--- config.mk ---
export PLATFORM = sky130hd
export DESIGN_NAME = hex_keypad_scanner
export DESIGN_NICKNAME = d
export VERILOG_FILES = /design/src/rtl/hex_keypad_scanner.sv
export SDC_FILE = /design/constraint.sdc
export NUM_CORES = 1
export LEC_CHECK = 0
export ABC_AREA = 1
export CAP_MARGIN = 20
export CORE_ASPECT_RATIO = 1.4
export CORE_MARGIN = 2
export CORE_UTILIZATION = 40
export DETAILED_ROUTE_END_ITERATION = 10
export DONT_BUFFER_PORTS = 1
export MAX_ROUTING_LAYER = met4
export PLACE_DENSITY = 0.65
export SLEW_MARGIN = 20
export SYNTH_ARGS = -nofsm -noshare
export SYNTH_HDL_FRONTEND = slang
export SYNTH_SLANG_ARGS = --single-unit
export TNS_END_PERCENT = 30
--- constraint.sdc ---
create_clock -name CLK100MHZ -period 1.7 [get_ports CLK100MHZ]
set_clock_uncertainty 0.1 [all_clocks]
set_input_delay 0.085 -clock CLK100MHZ [delete_from_list [all_inputs] [get_ports CLK100MHZ]]
set_output_delay 0.085 -clock CLK100MHZ [all_outputs]
set_load 0.02 [all_outputs]
--- src/rtl/hex_keypad_scanner.sv ---
// hex_keypad_scanner: scans a 4x4 hex keypad one column at a time, debounces presses and releases, and hands each key over through valid/ack
// Ports:
//   CLK100MHZ   system clock, rising edge
//   CPU_RESETN  asynchronous active-low reset
//   ROW         active-low keypad rows (asynchronous, synchronized here)
//   COL         active-low column drive, exactly one column low
//   key_code    hex value of the last accepted key
//   key_valid   key_code is new, held until key_ack
//   key_ack     consumer acknowledge, only meaningful while key_valid
//   key_overrun sticky: a key was accepted before the previous one was acknowledged
//   data        {previous nibble, newest nibble}, shifted on every accepted key
module hex_keypad_scanner #(
  parameter int SCAN_DIV       = 13,
  parameter int DEBOUNCE_SCANS = 4
) (
  input  logic       CLK100MHZ,
  input  logic       CPU_RESETN,
  input  logic [3:0] ROW,
  output logic [3:0] COL,
  output logic [3:0] key_code,
  output logic       key_valid,
  input  logic       key_ack,
  output logic       key_overrun,
  output logic [7:0] data
);
  localparam int DW = $clog2(DEBOUNCE_SCANS);
  // nibble {row,col} of the Pmod KYPD layout, row 0 / col 0 in the lowest nibble
  localparam logic [63:0] KEYS = 64'hDEF0_C987_B654_A321;
  typedef enum logic [1:0] {SCAN, DEBOUNCE, ACCEPT, RELEASE} state_t;
  state_t state, state_d;
  logic [3:0] row_m, row_s, lat_row, lat_d, key;
  logic [SCAN_DIV-1:0] cnt;
  logic [1:0] col, col_d, row_idx;
  logic [DW-1:0] deb_cnt, deb_d;
  logic tick, deb_last;
  assign tick = cnt == '0;
  assign deb_last = deb_cnt == DW'(DEBOUNCE_SCANS - 1);
  // several rows low in the frozen column: the lowest row index wins
  assign row_idx = !lat_row[0] ? 2'd0 : !lat_row[1] ? 2'd1 : !lat_row[2] ? 2'd2 : 2'd3;
  assign key = KEYS[{row_idx, col, 2'b00} +: 4];
  assign COL = ~(4'b0001 << col);
  always_comb begin
    state_d = state;
    col_d = col;
    lat_d = lat_row;
    deb_d = deb_cnt;
    case (state)
      SCAN:
        if (tick) begin
          if (row_s == 4'hF) col_d = col + 2'd1;
          else begin
            lat_d = row_s;
            deb_d = '0;
            state_d = DEBOUNCE;
          end
        end
      DEBOUNCE:
        if (tick) begin
          if (row_s != lat_row) state_d = SCAN;
          else if (deb_last) state_d = ACCEPT;
          else deb_d = deb_cnt + 1'b1;
        end
      ACCEPT: begin
        deb_d = '0;
        state_d = RELEASE;
      end
      default:
        if (tick) begin
          if (row_s != 4'hF) deb_d = '0;
          else if (deb_last) state_d = SCAN;
          else deb_d = deb_cnt + 1'b1;
        end
    endcase
  end
  always_ff @(posedge CLK100MHZ or negedge CPU_RESETN) begin
    if (!CPU_RESETN) begin
      row_m <= 4'hF;
      row_s <= 4'hF;
      cnt <= '0;
      state <= SCAN;
      col <= 2'd0;
      lat_row <= 4'hF;
      deb_cnt <= '0;
      key_code <= 4'h0;
      key_valid <= 1'b0;
      key_overrun <= 1'b0;
      data <= 8'h00;
    end else begin
      row_m <= ROW;
      row_s <= row_m;
      cnt <= cnt + 1'b1;
      state <= state_d;
      col <= col_d;
      lat_row <= lat_d;
      deb_cnt <= deb_d;
      if (state == ACCEPT) begin
        key_code <= key;
        data <= {data[3:0], key};
        key_valid <= 1'b1;
        key_overrun <= key_overrun | (key_valid & ~key_ack);
      end else if (key_ack) key_valid <= 1'b0;
    end
  end
endmodule
# Yosys cells after proc, flatten, opt, wreduce, memory -nomap -nowiden
# Index checks and enable logic that the tools add are counted.
# word_totals
in_bits,7
output_inout_bits,18
reg_bits,45
# op_classes
reduce_logical,9
n_bitwise,5
muxes,22
shifts,2
add_sub_neg,3
eq_ne,12
# op_table
op,n
$shiftx 64x7->4 const A,1
$mux 2,17
$add 13x1->13 const B,1
$logic_not 13->1,1
$pmux 2 s3,2
$ne 2x2->1 const B,4
$reduce_and 7->1,1
$reduce_and 3->1,2
$reduce_and 5->1,1
$add 2x1->2 const B,2
$eq 2x2->1 const B,2
$eq 4x4->1 const B,1
$ne 4x1->1 const B,1
$ne 4x4->1,1
$ne 4x4->1 const B,1
$not 4->4,1
$reduce_bool 2->1,2
$reduce_bool 4->1,1
$shl 1x2->4 const A,1
$mux 1,3
$ne 3x3->1 const B,1
$eq 2x1->1 const B,1
$logic_not 2->1,1
$not 1->1,2
2 further kinds,2

# Logic depth before layout (Yosys ltp)
# Gate-level depths: netlist of run 1.
# depth
depth_word,5
depth_mapped,10

# Worst setup path after synthesis of run 1
# Ideal clock, no wire load.
# synth_timing
path_kind,reg2reg
from,reg cnt[0]
to,reg col[1]
arrival_ps,1223
period_less_slack_ps,1443
slack_ps,257
path_stages_with_launch,9
path_buffers,0
required_ps,1480
cell_sequence,dfrtp_1 > inv_1 > ha_1 > nand2_1 > nor2_1 > nor3b_1 > nand2_1 > o21ai_0 > inv_1
# synth_between
elab_chain_len,2
# synth_lines
element,line_no,source
start: declaration,32,logic [SCAN_DIV-1:0] cnt;
start signal: assignment,91,cnt <= cnt + 1'b1;
$logic_not 13->1,36,assign tick = cnt == '0;
$reduce_and 3->1 (no source line),n/a,
end signal: assignment,93,col <= col_d;
end: declaration,33,"logic [1:0] col, col_d, row_idx;"
# No other way between the ends.
# A chain may end at the register's enable or synchronous reset.

# Final worst setup path of run 1
# Ends and elaborated chain as after synthesis.

==> results of run 1 <==
## worst max-delay path: stages (launching register included)
cell	delay, ns
dfrtp_1	0.41
inv_1	0.08
ha_1	0.17
nand2_1	0.07
nor2_2	0.13
nor3b_2	0.21
nand2_2	0.10
o21ai_1	0.12
inv_1	0.04
## final timing paths
kind / slack, ns / from / depth (start not counted) / to
worst max-delay path: 0.17 / cnt[0] / 8 / col[1]
worst min-delay path: 0.17 / CPU_RESETN / 2 / key_code[2]
worst max register to register: 0.17 / cnt[0] / 8 / col[1]
worst min register to register: 0.26 / row_m[3] / 0 / row_s[3]
max in group asynchronous: 1.07 / CPU_RESETN / 2 / row_m[1]
min in group CLK100MHZ: 0.23 / ROW[0] / 1 / row_m[0]
## cells in the mapped netlist, drive strengths merged
cell type,n
nor3,2
a31oi,1
buf,5
inv,38
xnor2,1
a21oi,8
a22oi,1
o211ai,1
o21ai,14
xor2,8
a211oi,1
nand3,11
ha,8
nand2,64
o311ai,1
clkinv,1
nor3b,1
dfrtp,29
nand4,2
nor4,1
nor2,22
o221ai,1
dfstp,12
o21bai,1
## power by group through the flow
| stage | Clock, mW | Combinational, mW | Sequential (mW) |
|---|---|---|---|
| after CTS | 0.833 | 0.0513 | 0.998 |
| after floorplan | 0 | 0.0123 | 1.01 |
| after global routing | 0.881 | 0.0579 | 1.00 |
| after detailed placement | 0 | 0.0144 | 1.02 |
| after global placement | 0 | 0.0144 | 1.02 |
| final | 0.809 | 0.0494 | 0.998 |
## per-layer routing
layer	track usage	vias to the layer above	wire length, um
met3	0.0382	5	144
met1	0.160	694	1490
li1	-	749	-
met4	0.0503	0	47
met5	-	-	0
met2	0.267	27	1850
## state kept, by name (all words and copies together) (netlist names)
name	cells
deb_cnt	2
row_s	4
data	5
cnt	13
col	2
state	2
key_overrun	1
key_valid	1
row_m	4
lat_row	4
key_code	3
## timing repair
action / 4_1_cts / 5_1_grt
hold buffers: 7 / 0
setup buffers: 0 / 1
setup endpoints to repair: 0 / 4
endpoints found under the hold margin: 47 / 0
resized for setup: 0 / 6
## through the flow
stage	instances	setup TNS, ns	power (mW)
after floorplan	234	0	1.03
after global placement	296	0	1.03
after detailed placement	296	0	1.03
after CTS	311	0	1.88
after global routing	312	-0.0127	1.94
final	312	0	1.86
## layout make-up
cell class | count | area share
clock buffer | 7 | 0.0371
clock inverter | 1 | 0.0129
inverter | 39 | 0.0629
multi-input combinational | 149 | 0.358
sequential | 41 | 0.447
tap | 64 | 0.0344
timing repair buffer | 11 | 0.0473
## logic make-up (layout without fill, tap and decap cells)
kind of cell | after synthesis | after routing
compound gates | 29 | 29
buf+inv | 44 | 58
fa+ha+maj | 8 | 8
xor+xnor | 9 | 9
flops | 41 | 41
simple gates | 103 | 103
==> impl.org, run 1 <==
** Power
- The analysis attributes to net switching a power of 0.366 mW.
- The share of total power dissipated in combinational logic is 0.027.
- Of the total power, the share spent switching nets is 0.197.
- Power spread over the standard cell area amounts to 797 nW/um2.
- For this design the static power due to leakage is 1.12 nW.
- Share of power burned in registers :: 0.537
- Cell Int Power :: 1.49 mW
- The worst-case IR drop observed on VDD is 0.000516 V.
- Clk pwr share :: 0.436

** Yosys
- Of the post-synthesis cell area, the dominant cell type holds 0.354.
- Synthesized-area fraction occupied by adder cells :: 0.0488
- Synthesis produced a netlist whose cell count is 234.
- In this run, distinct cell masters in the synthesized netlist total 33.
- FF+latch count, synth :: 41
- Average cell area after synthesis :: 8.76 um2
- Complex-gate fraction of the synthesized area :: 0.0799
- Of the synthesized area, sequential elements account for 0.508.
- Of the total synthesized cell area, the portion taken by AND, OR, NAND and NOR gates is 0.234.
- Top post-synthesis cells by area :: dfrtp_1 35%, dfstp_2 15%, nand2_1 11%
- Synthesized area :: 2050 um2
- Largest area contributor in the netlist :: dfrtp_1
- By area, the combinational part of the netlist is dominated by simple AND/OR/NAND/NOR gates.
- Of the total synthesized cell area, the portion taken by XOR and XNOR cells is 0.0384.
- Synth warnings :: 0
- Post-synthesis net count :: 249
- Measured against the total synthesized area, the mux share comes to 0.

** Die
- In this run the standard cell core region covers 4880 um2.
- 25 I/O pins were placed.
- Die X :: 64.5 um
- The initial utilization of the core area, before any placement, comes to 0.420.
- Measured along the y axis, the die boundary spans 88.7 um.
- Floorplan die area :: 5720 um2
- Site Rows :: 30

** Final layout
- In the final layout, the share of cells above drive strength 1 is 0.165.
- With fillers left out, the area of the finished cells amounts to 2330 um2.
- Filler instances :: 501
- Relative to the synthesized area, the layout overhead comes to 13.5%.
- At the end of the flow, the number of nets in the layout was 262.
- The sequential cells in the finished layout cover a total of 1040 um2.
- Summing all multi-input logic gate instances after layout gives 835 um2.
- Utilization of the core after routing :: 0.477
- The library cell used most frequently in the layout, excluding fill and tap cells, is nand2_1.
- Antenna fix cells :: 0
- In the layout the commonest cells are 61 x nand2_1, 36 x inv_1, 29 x dfrtp_1, 17 x nor2_1, 12 x dfstp_2.

** Clock network
- The clock reaches the later pin of the worst-skew pair after 0.30 ns.
- Clock root buffer :: clkbuf_8
- Clock tree synthesis found a total of 41 sinks.
- Clock-pin slew was measured on the worst setup and hold paths at 0.08 ns.
- H-Tree Level Count :: 2
- TritonCTS built the clock tree.
- TritonCTS created 5 clock buffers.
- Maximum clock insertion buffer count :: 2

** GRT
- Final global-route overflow total :: 0
- The initial antenna violation count is 0.
- The first global-routing pass estimated 6.47 mm of wire.
- Maximum number of pins on one net before global-route repair :: 42
- For this run, the total global-route usage over all layers was measured as 0.149.
- The via count of the first global-routing pass is 1,543.

** Place
- Post-DP HPWL :: 2.58 mm
- Post-placement worst setup slack :: 0.118 ns
- Port Buffer Count :: 0
- Routability-driven placement finished with a final weighted congestion of 0.820.
- The placed instances occupy a cell area of 2110 um2.

** Routing
- DR vias :: 1,475
- The first routing iteration left 61 violations.
- Routed via count divided by cell count :: 4.73
- In this run the remaining antenna-violating nets after routing total 0.
- Drt total wl :: 3.53 mm
- After detailed routing, the number of remaining DRC violations is 0.
- Total iterations of the first detailed-routing run :: 4
- Wire length per cell :: 11.3 um

** STA
- The final max-slew violation count came to 0.
- Tmin final :: 1.53 ns
- The final-report hold violation count was 0.
- In the post-route analysis, the smallest setup slack over all paths is 0.171 ns.
- Share of the clock period used by the worst path :: 0.899
- Tightest Pin Transition :: 0.410 ns
- The worst pin sits at a relative slew slack of 0.726.
- Final hold analysis gives a worst-case slack of 0.173 ns.
- Derived from the worst setup path, the maximum achievable clock frequency is 0.654 GHz.
- Setup Viol. Count Final :: 0

** Run status
- Outcome :: finished, final reports clean

** Critical path
- Data arrival at the endpoint of the critical path :: 1.61 ns
- STA classifies the critical path endpoint as a register.
- Required time of the critical path :: 1.78 ns
- In this run the worst path has a maximum fanout of 3.
- Crit path launch type :: register
- The critical path is of the register to register type.

** Job
- Across the run, the number of max-cap violations was 0.

** Min path
- Type of the tightest min-delay check :: input pin to asynchronous set/reset pin
No activity file was read; power rests on OpenSTA's default activity.
==> run 2: changes to the inputs <==
- CELL_PAD_IN_SITES_DETAIL_PLACEMENT: not set -> 0
- CELL_PAD_IN_SITES_GLOBAL_PLACEMENT: not set -> 2
- CORE_UTILIZATION: 40 -> 38
- PLACE_DENSITY: 0.65 -> 0.89
- SLEW_MARGIN: 20 -> not set
==> impl.org, run 2 (same netlist as run 1, synthesis figures left out) <==
** Die
- The floorplan has 31 rows.
- The die covers 6010 um2.
- 25 I/O pins were placed.
- Placeable Area :: 5200 um2
- Die X :: 66.1 um
- For this configuration, the core starts out at a cell density of 0.395.
- Die outline height :: 90.9 um

** Clock network
- After clock tree synthesis, the clock-pin slew on the worst setup and hold paths is 0.08 ns.
- CTS sink count :: 41
- The tree is rooted in a clkbuf_8.
- Clock latency on the worst-skew pair :: 0.29 ns
- Maximum clock insertion buffer count :: 2
- CTS built an H-tree with a depth of 2.
- TritonCTS built the clock tree.
- Number of buffers added by the clock tree synthesis step :: 5

** Critical path
- The endpoint identified for the worst register-to-register timing path is col[1].
- Cell depth of the worst flop-to-flop path :: 8
- Number of cells on the critical path :: 8
- At the worst endpoint, the required time is 1.78 ns.
- Buffers plus inverters on the worst setup path :: 2
- The worst setup path is of the register to register kind.
- The worst setup path is captured at a register.
- Among cell families on the critical path, the largest total delay comes from simple AND/OR/NAND/NOR gates.
- The startpoint identified for the worst register-to-register timing path is cnt[0].
- Critical Path, Cell by Cell :: inv_1 > ha_1 > nand2_1 > nor2_2 > nor3b_2 > nand2_1 > o21ai_1 > inv_1
- Crit path launch type :: register
- STA puts the critical path data arrival time at 1.59 ns.
- For this run, the slowest stage of the critical path takes 0.41 ns.
- In this run the worst path has a maximum fanout of 3.
- Tracing the worst setup path back leads to its startpoint at cnt[0].
- In this run the worst setup path terminates at col[1].
- Setup slack on the worst reg-to-reg path comes out at 0.20 ns.
- Crit path max-delay cell type :: dfrtp_1

** Final layout
- Largest regs :: cnt: 13 flops, data: 5 flops
- In the layout the commonest cells are 62 x nand2_1, 36 x inv_1, 29 x dfrtp_1, 15 x nor2_1.
- Combined area of the multi-input logic cells :: 837 um2
- Register containing the most flip-flops in the final layout :: cnt
- The register with the most flip-flops in the layout has 13 of them.
- Design Area, Final :: 2320 um2
- In the final layout, the share of cells above drive strength 1 is 0.177.
- Antenna fix cells :: 0
- Most common cell after layout, fill and taps aside :: nand2_1
- The layout has 547 filler cells.
- Across the whole layout, storage elements account for 1040 um2.
- Number of nets in the layout :: 263
- Compared with the post-synthesis result, the final layout area differs by 13.1%.

** Routing
- Total iterations of the first detailed-routing run :: 4
- After detailed routing, the number of vias per cell comes to 4.68.
- In this run the remaining antenna-violating nets after routing total 0.
- DRC marker count from the first detailed-route iteration :: 70
- The final layout contains routed wiring with a total length of 3.81 mm.
- The final route contains 1,475 vias.
- Wire length per cell :: 12.1 um
- After detailed routing, the number of remaining DRC violations is 0.

** Place
- Routability-driven placement finished with a final weighted congestion of 0.791.
- Port Buffer Count :: 0
- Post-DP HPWL :: 2.91 mm
- Area after DPL :: 2120 um2

** Power
- Clk pwr share :: 0.383
- Cell leakage power :: 1.11 nW
- Summed over all nets, the switching power comes to 0.392 mW.
- Cell Int Power :: 1.31 mW
- Share of power burned in registers :: 0.587
- Power Dens Cells :: 733 nW/um2
- Net switching share of the total power :: 0.231
- Across the VDD grid, the largest voltage drop is 0.000416 V.
- Of the total power, combinational logic draws 0.030.

** GRT
- The first global-routing pass estimated 6.62 mm of wire.
- Final global-route overflow total :: 0
- Overall track demand over capacity in global routing :: 0.146
- Via count of the first global-routing pass :: 1,538
- Initial antenna violation count :: 0
- Maximum number of pins on one net before global-route repair :: 42

** STA
- After routing, the total negative slack on setup checks comes to 0 ns.
- Number of pins with negative max-slew slack in the final report :: 0
- Maximum clock frequency :: 0.665 GHz
- For the pin with the worst max-slew slack, the measured transition is 0.422 ns.
- Share of the clock period used by the worst path :: 0.885
- Hold Worst Slack :: 0.171 ns
- Hold Violations, Final :: 0
- Setup Viol. Count Final :: 0
- For the finished layout, the period the worst path requires is 1.50 ns.
- Worst slew margin :: 0.719

** Job
- Max Cap Violations :: 0

** Min path
- Type of the tightest min-delay check :: input pin to asynchronous set/reset pin

** Run status
- The flow ran to the end, and the final reports show no timing, DRC or antenna violations.
## run 2: changes by cell type in the layout (fill, tap and decap cells not counted)
cell	before	now
nor2_2	4	6
clkbuf_8	6	5
clkinv_4	0	1
nor2_1	17	15
clkbuf_1	1	0
nand2_2	3	2
o21ai_1	3	2
inv_6	0	1
clkinvlp_4	0	1
nand2_1	61	62
o21ai_0	11	12
buf_4	4	5
bufinv_16	1	0
## run 2: metal layers
| metal | global-route usage | part of all wire | wire length [um] | up-vias |
|---|---|---|---|---|
| li1 | - | - | - | 750 |
| met1 | 0.148 | 0.40 | 1530 | 698 |
| met2 | 0.265 | 0.56 | 2120 | 25 |
| met3 | 0.0337 | 0.033 | 125 | 2 |
| met4 | 0.0510 | 0.0084 | 32 | 0 |
| met5 | - | 0 | 0 | - |
## run 2: cell type report
class                           instances  share of cell area
Multi-Input combinational cell        149               0.361
Clock buffer                            5              0.0297
Tap cell                               66              0.0356
Inverter                               39              0.0631
Clock inverter                          3              0.0108
Timing Repair Buffer                   12              0.0507
Sequential cell                        41               0.449
## run 2: what timing repair did
| action | in CTS | in global routing |
|---|---|---|
| endpoints found under the setup margin | 0 | 7 |
| resized for setup | 0 | 6 |
| hold endpoints to repair | 47 | 0 |
| hold buffers | 7 | 0 |
| setup buffers | 0 | 1 |
## run 2: power by group through the flow
stage	clock network [mW]	logic, mW	registers [mW]
global placement	0	0.0158	1.02
floorplan	0	0.0123	1.01
finish	0.651	0.0516	0.997
detailed placement	0	0.0153	1.02
CTS	0.682	0.0523	0.998
global route	0.727	0.0605	0.999
## run 2: worst min-delay path by stage
stage | endpoint | cells past startpoint | start
2_1_floorplan | cnt[0] | 0 | CPU_RESETN
3_3_place_gp | key_valid | 0 | CPU_RESETN
3_5_place_dp | key_valid | 0 | CPU_RESETN
4_1_cts | cnt[3] | 2 | CPU_RESETN
5_1_grt | cnt[0] | 2 | CPU_RESETN
6_report | key_code[2] | 2 | CPU_RESETN
## run 2: metrics by stage
stage	std cells	utilization	setup WS [ns]	power (mW)
5_1_grt	315	0.446	-0.00159	1.79
2_1_floorplan	234	-	0.257	1.03
3_5_place_dp	299	0.408	0.0705	1.03
6_report	315	0.446	0.195	1.70
4_1_cts	314	0.442	0.0195	1.73
3_3_place_gp	299	0.408	0.106	1.03
==> run 3: changes to the inputs <==
- ABC_AREA: 1 -> not set
- CAP_MARGIN: 20 -> 30
- CORE_UTILIZATION: 38 -> 40
- GPL_ROUTABILITY_DRIVEN: not set -> 0
- PLACE_DENSITY: 0.89 -> 0.86
==> impl.org, run 3 <==
** Final layout
- The register with the most flip-flops in the final layout is cnt.
- Largest regs :: cnt: 13 flops, data: 5 flops
- Final std cells w/o fill :: 272
- Number of nets in the layout :: 222
- Proportion of layout cells with a drive suffix above 1 :: 0.346
- Relative to the synthesized area, the layout overhead comes to 25.5%.
- 0 antenna diodes ended up in the layout.
- Leaving out fill and tap cells, the most frequent cells in the layout are 31 x buf_4, 29 x dfrtp_1, 12 x dfstp_2, 11 x nor2_1, 10 x nand2_1.
- Largest register FFs :: 13
- Design Area, Final :: 2460 um2
- Most common cell after layout, fill and taps aside :: buf_4

** Clock network
- Clock tree from TritonCTS :: yes
- CTS saw 41 sinks.
- At the later pin of the worst-skew pair, clock insertion delay measures 0.29 ns.
- Maximum clock insertion buffer count :: 2
- Clock root buffer :: clkbuf_8
- Clock input transition at the sequential cells of the worst setup and hold paths :: 0.07 ns
- In this run the number of H-tree levels came out at 2.
- Number of buffers added by the clock tree synthesis step :: 5

** Yosys
- Top post-synthesis cells by area :: dfrtp_1 37%, dfstp_2 16%, ha_1 5.1%
- Among all cell types in the netlist, the one instantiated most often is dfrtp_1.
- The share of synthesized area in the top cell type comes to 0.370.
- The number of nets in the synthesized netlist is 184.
- Share of cell area taken by muxes after synthesis :: 0.0447
- Of the total synthesized cell area, the portion taken by XOR and XNOR cells is 0.0715.
- Synthesized area :: 1960 um2
- FF+latch count, synth :: 41
- Dominant combinational cell family by area after synthesis :: simple AND/OR/NAND/NOR gates
- Yosys printed 0 warnings.
- Flip-flop cell with the highest count after synthesis :: dfrtp_1
- Largest area contributor in the netlist :: dfrtp_1
- Async set or reset register ratio after synthesis :: 1.00
- Synthesized instance count :: 169
- Complex-gate fraction of the synthesized area :: 0.102
- Sequential cell area fraction in the yosys report :: 0.531
- Of the total synthesized cell area, the portion taken by AND, OR, NAND and NOR gates is 0.157.
- Synthesis instantiated 40 different standard cells from the library.
- Of the total synthesized cell area, the portion taken by full adders, half adders and majority gates is 0.0511.
- Commonest cells post-synth :: 29 x dfrtp_1, 12 x dfstp_2, 11 x inv_1, 11 x nor2_1
- Average cell area after synthesis :: 11.6 um2
- The synthesized design contains 0 enable-type register cells.

** Job
- Max Cap Violations :: 0

** Critical path
- The slowest stage of the critical path belongs to the cell dfrtp_1.
- Critical Path Sink Type :: register
- Critical Path, Cell by Cell :: inv_2 > ha_4 > nor4b_4 > buf_4 > nand4_1 > nor2_2 > mux2_4
- In this design, the stage delay of the slowest critical-path cell is 0.40 ns.
- Required time of the critical path :: 1.78 ns
- Critical Setup Path Class :: register to register
- The worst register-to-register path ends at col[1].
- The number of cells on the worst reg-to-reg path is 7.
- CP delay by family, top :: simple AND/OR/NAND/NOR gates
- The worst register-to-register path has a setup slack of -0.04 ns.
- Counting both buffers and inverters, the worst setup path holds a total of 2.
- Data arrival at the endpoint of the critical path :: 1.82 ns
- Launch point of the worst reg-to-reg path :: cnt[0]
- Worst-path maximum fanout :: 7
- Crit path launch type :: register

** Run status
- The run finished, with violations left.
- Violations in the final reports :: setup timing

** Place
- Post-DP HPWL :: 2.62 mm
- Buffers placed on the I/O ports in this run total 0.
- Area after DPL :: 2180 um2
- Including well taps, the total number of placed cells is 250.

** STA
- Worst slew margin :: 0.718
- Of the available clock period, the critical path in the final layout requires 1.02.
- Number of pins with negative max-slew slack in the final report :: 0
- Setup Viol. Count Final :: 2
- At the pin with the least slew margin, the transition time is 0.423 ns.
- The smallest clock period supported by the final layout is computed as 1.74 ns.
- Hold timing on the final database bottoms out at a slack of 0.173 ns.
- Based on the critical path, the design can be clocked at up to 0.574 GHz.
- Final-layout setup total negative slack :: -0.0417 ns
- Hold Violations, Final :: 0
- After layout, the worst setup slack is -0.0409 ns.
- Setup repair after global routing could not meet its margin everywhere.

** Routing
- Dividing the detail-routed via count by the number of cells gives 5.03.
- Drt total wl :: 3.59 mm
- Top layer reached by signal wires :: met4
- In the final routed layout, each cell accounts on average for 13.2 um.
- Total iterations of the first detailed-routing run :: 4
- For this block, the initial DRC count from the detailed router was 53.
- M1 WL :: 1.40 mm
- Routed wire length on met3 :: 111 um
- Routed wl met2 :: 2.03 mm
- Total DRC errors in the routed layout :: 0
- DR vias :: 1,367
- Number of nets with antenna violations after detailed routing :: 0

** Power
- Total power for the finished layout comes to 1.74 mW.
- Of the total power, the share spent switching nets is 0.202.
- Cell leakage power :: 1.13 nW
- The internal power of the cells totals 1.39 mW.
- Summed over all nets, the switching power comes to 0.351 mW.
- Of the total power, registers draw 0.576.
- Power Dens Cells :: 707 nW/um2
- The share of total power dissipated in the clock network is 0.399.
- Peak supply drop :: 0.000592 V
- The share of total power dissipated in combinational logic is 0.025.

** Die
- The floorplan step set the die width to 63.2 um.
- Die outline height :: 86.8 um
- Placeable Area :: 4770 um2
- Site Rows :: 30
- Starting Density :: 0.411
- Number of I/O pins :: 25
- Floorplan die area :: 5480 um2

** GRT
- Initial antenna violation count :: 0
- Final global-route overflow total :: 0
- The via count of the first global-routing pass is 1,376.
- For this run, the total global-route usage over all layers was measured as 0.151.
- Maximum number of pins on one net before global-route repair :: 42
- The first global-routing pass estimated 6.17 mm of wire.

** Min path
- Type of the tightest min-delay check :: input pin to asynchronous set/reset pin
[run 3: cell types whose count changed in the layout (fill, tap and decap cells not counted), sizes merged, moves of 5 or more]
cell	previous run	this run
o22a	0	5
nand2	64	10
nor2	22	12
mux2	0	6
inv	39	11
o21ai	14	5
buf	6	32
nand4	2	7
xnor2	1	10
[run 3: area by class of cell]
type | instances | area, um2
Multi-Input combinational cell | 110 | 882
Fill cell | 450 | 2310
Tap cell | 64 | 80.1
Timing Repair Buffer | 38 | 313
Clock inverter | 1 | 5.00
Clock buffer | 7 | 97.6
Inverter | 11 | 41.3
Sequential cell | 41 | 1040
[run 3: worst max-delay path by stage]
stage	startpoint	to	cells after the start	slack, ns
3_3_place_gp	cnt[0]	col[1]	7	-0.04
5_1_grt	cnt[0]	col[1]	7	-0.13
3_5_place_dp	cnt[0]	col[1]	7	-0.08
2_1_floorplan	cnt[0]	col[1]	6	-0.09
4_1_cts	cnt[0]	col[1]	7	-0.08
6_report	cnt[0]	col[1]	7	-0.04
[run 3: cell families after synthesis]
| kind of cell | after synthesis |
|---|---|
| buffers and inverters | 18 |
| adders and majority gates | 8 |
| xor gates and xnor gates | 16 |
| DFF | 41 |
| muxes | 8 |
| AOI/OAI and AO/OA | 27 |
| and+or+nand+nor | 51 |
[run 3: routing by layer]
layer | global-route usage | up-vias
li1 | - | 660
met1 | 0.152 | 678
met2 | 0.280 | 24
met3 | 0.0377 | 5
met4 | 0.0545 | 0
met5 | - | -
[run 3: through the flow]
step / util / worst slack [ns]
after floorplan: - / -0.0871
after global placement: 0.457 / -0.0403
after detailed placement: 0.457 / -0.0813
after CTS: 0.501 / -0.0761
after global routing: 0.516 / -0.135
final: 0.516 / -0.0409
[run 3: timing repair]
action,4_1_cts,5_1_grt
pin swaps,4,4
setup buffers,2,5
endpoints found under the hold margin,47,0
resized for setup,2,8
endpoints found under the setup margin,7,11
hold buffers,7,0
[run 3: power groups by stage]
stage | combinational, mW | sequential (mW) | clock (mW)
floorplan | 0.00680 | 1.02 | 0
global placement | 0.00861 | 1.02 | 0
detailed placement | 0.00900 | 1.02 | 0
CTS | 0.0451 | 1.00 | 0.718
global route | 0.0496 | 1.00 | 0.759
finish | 0.0433 | 1.00 | 0.695
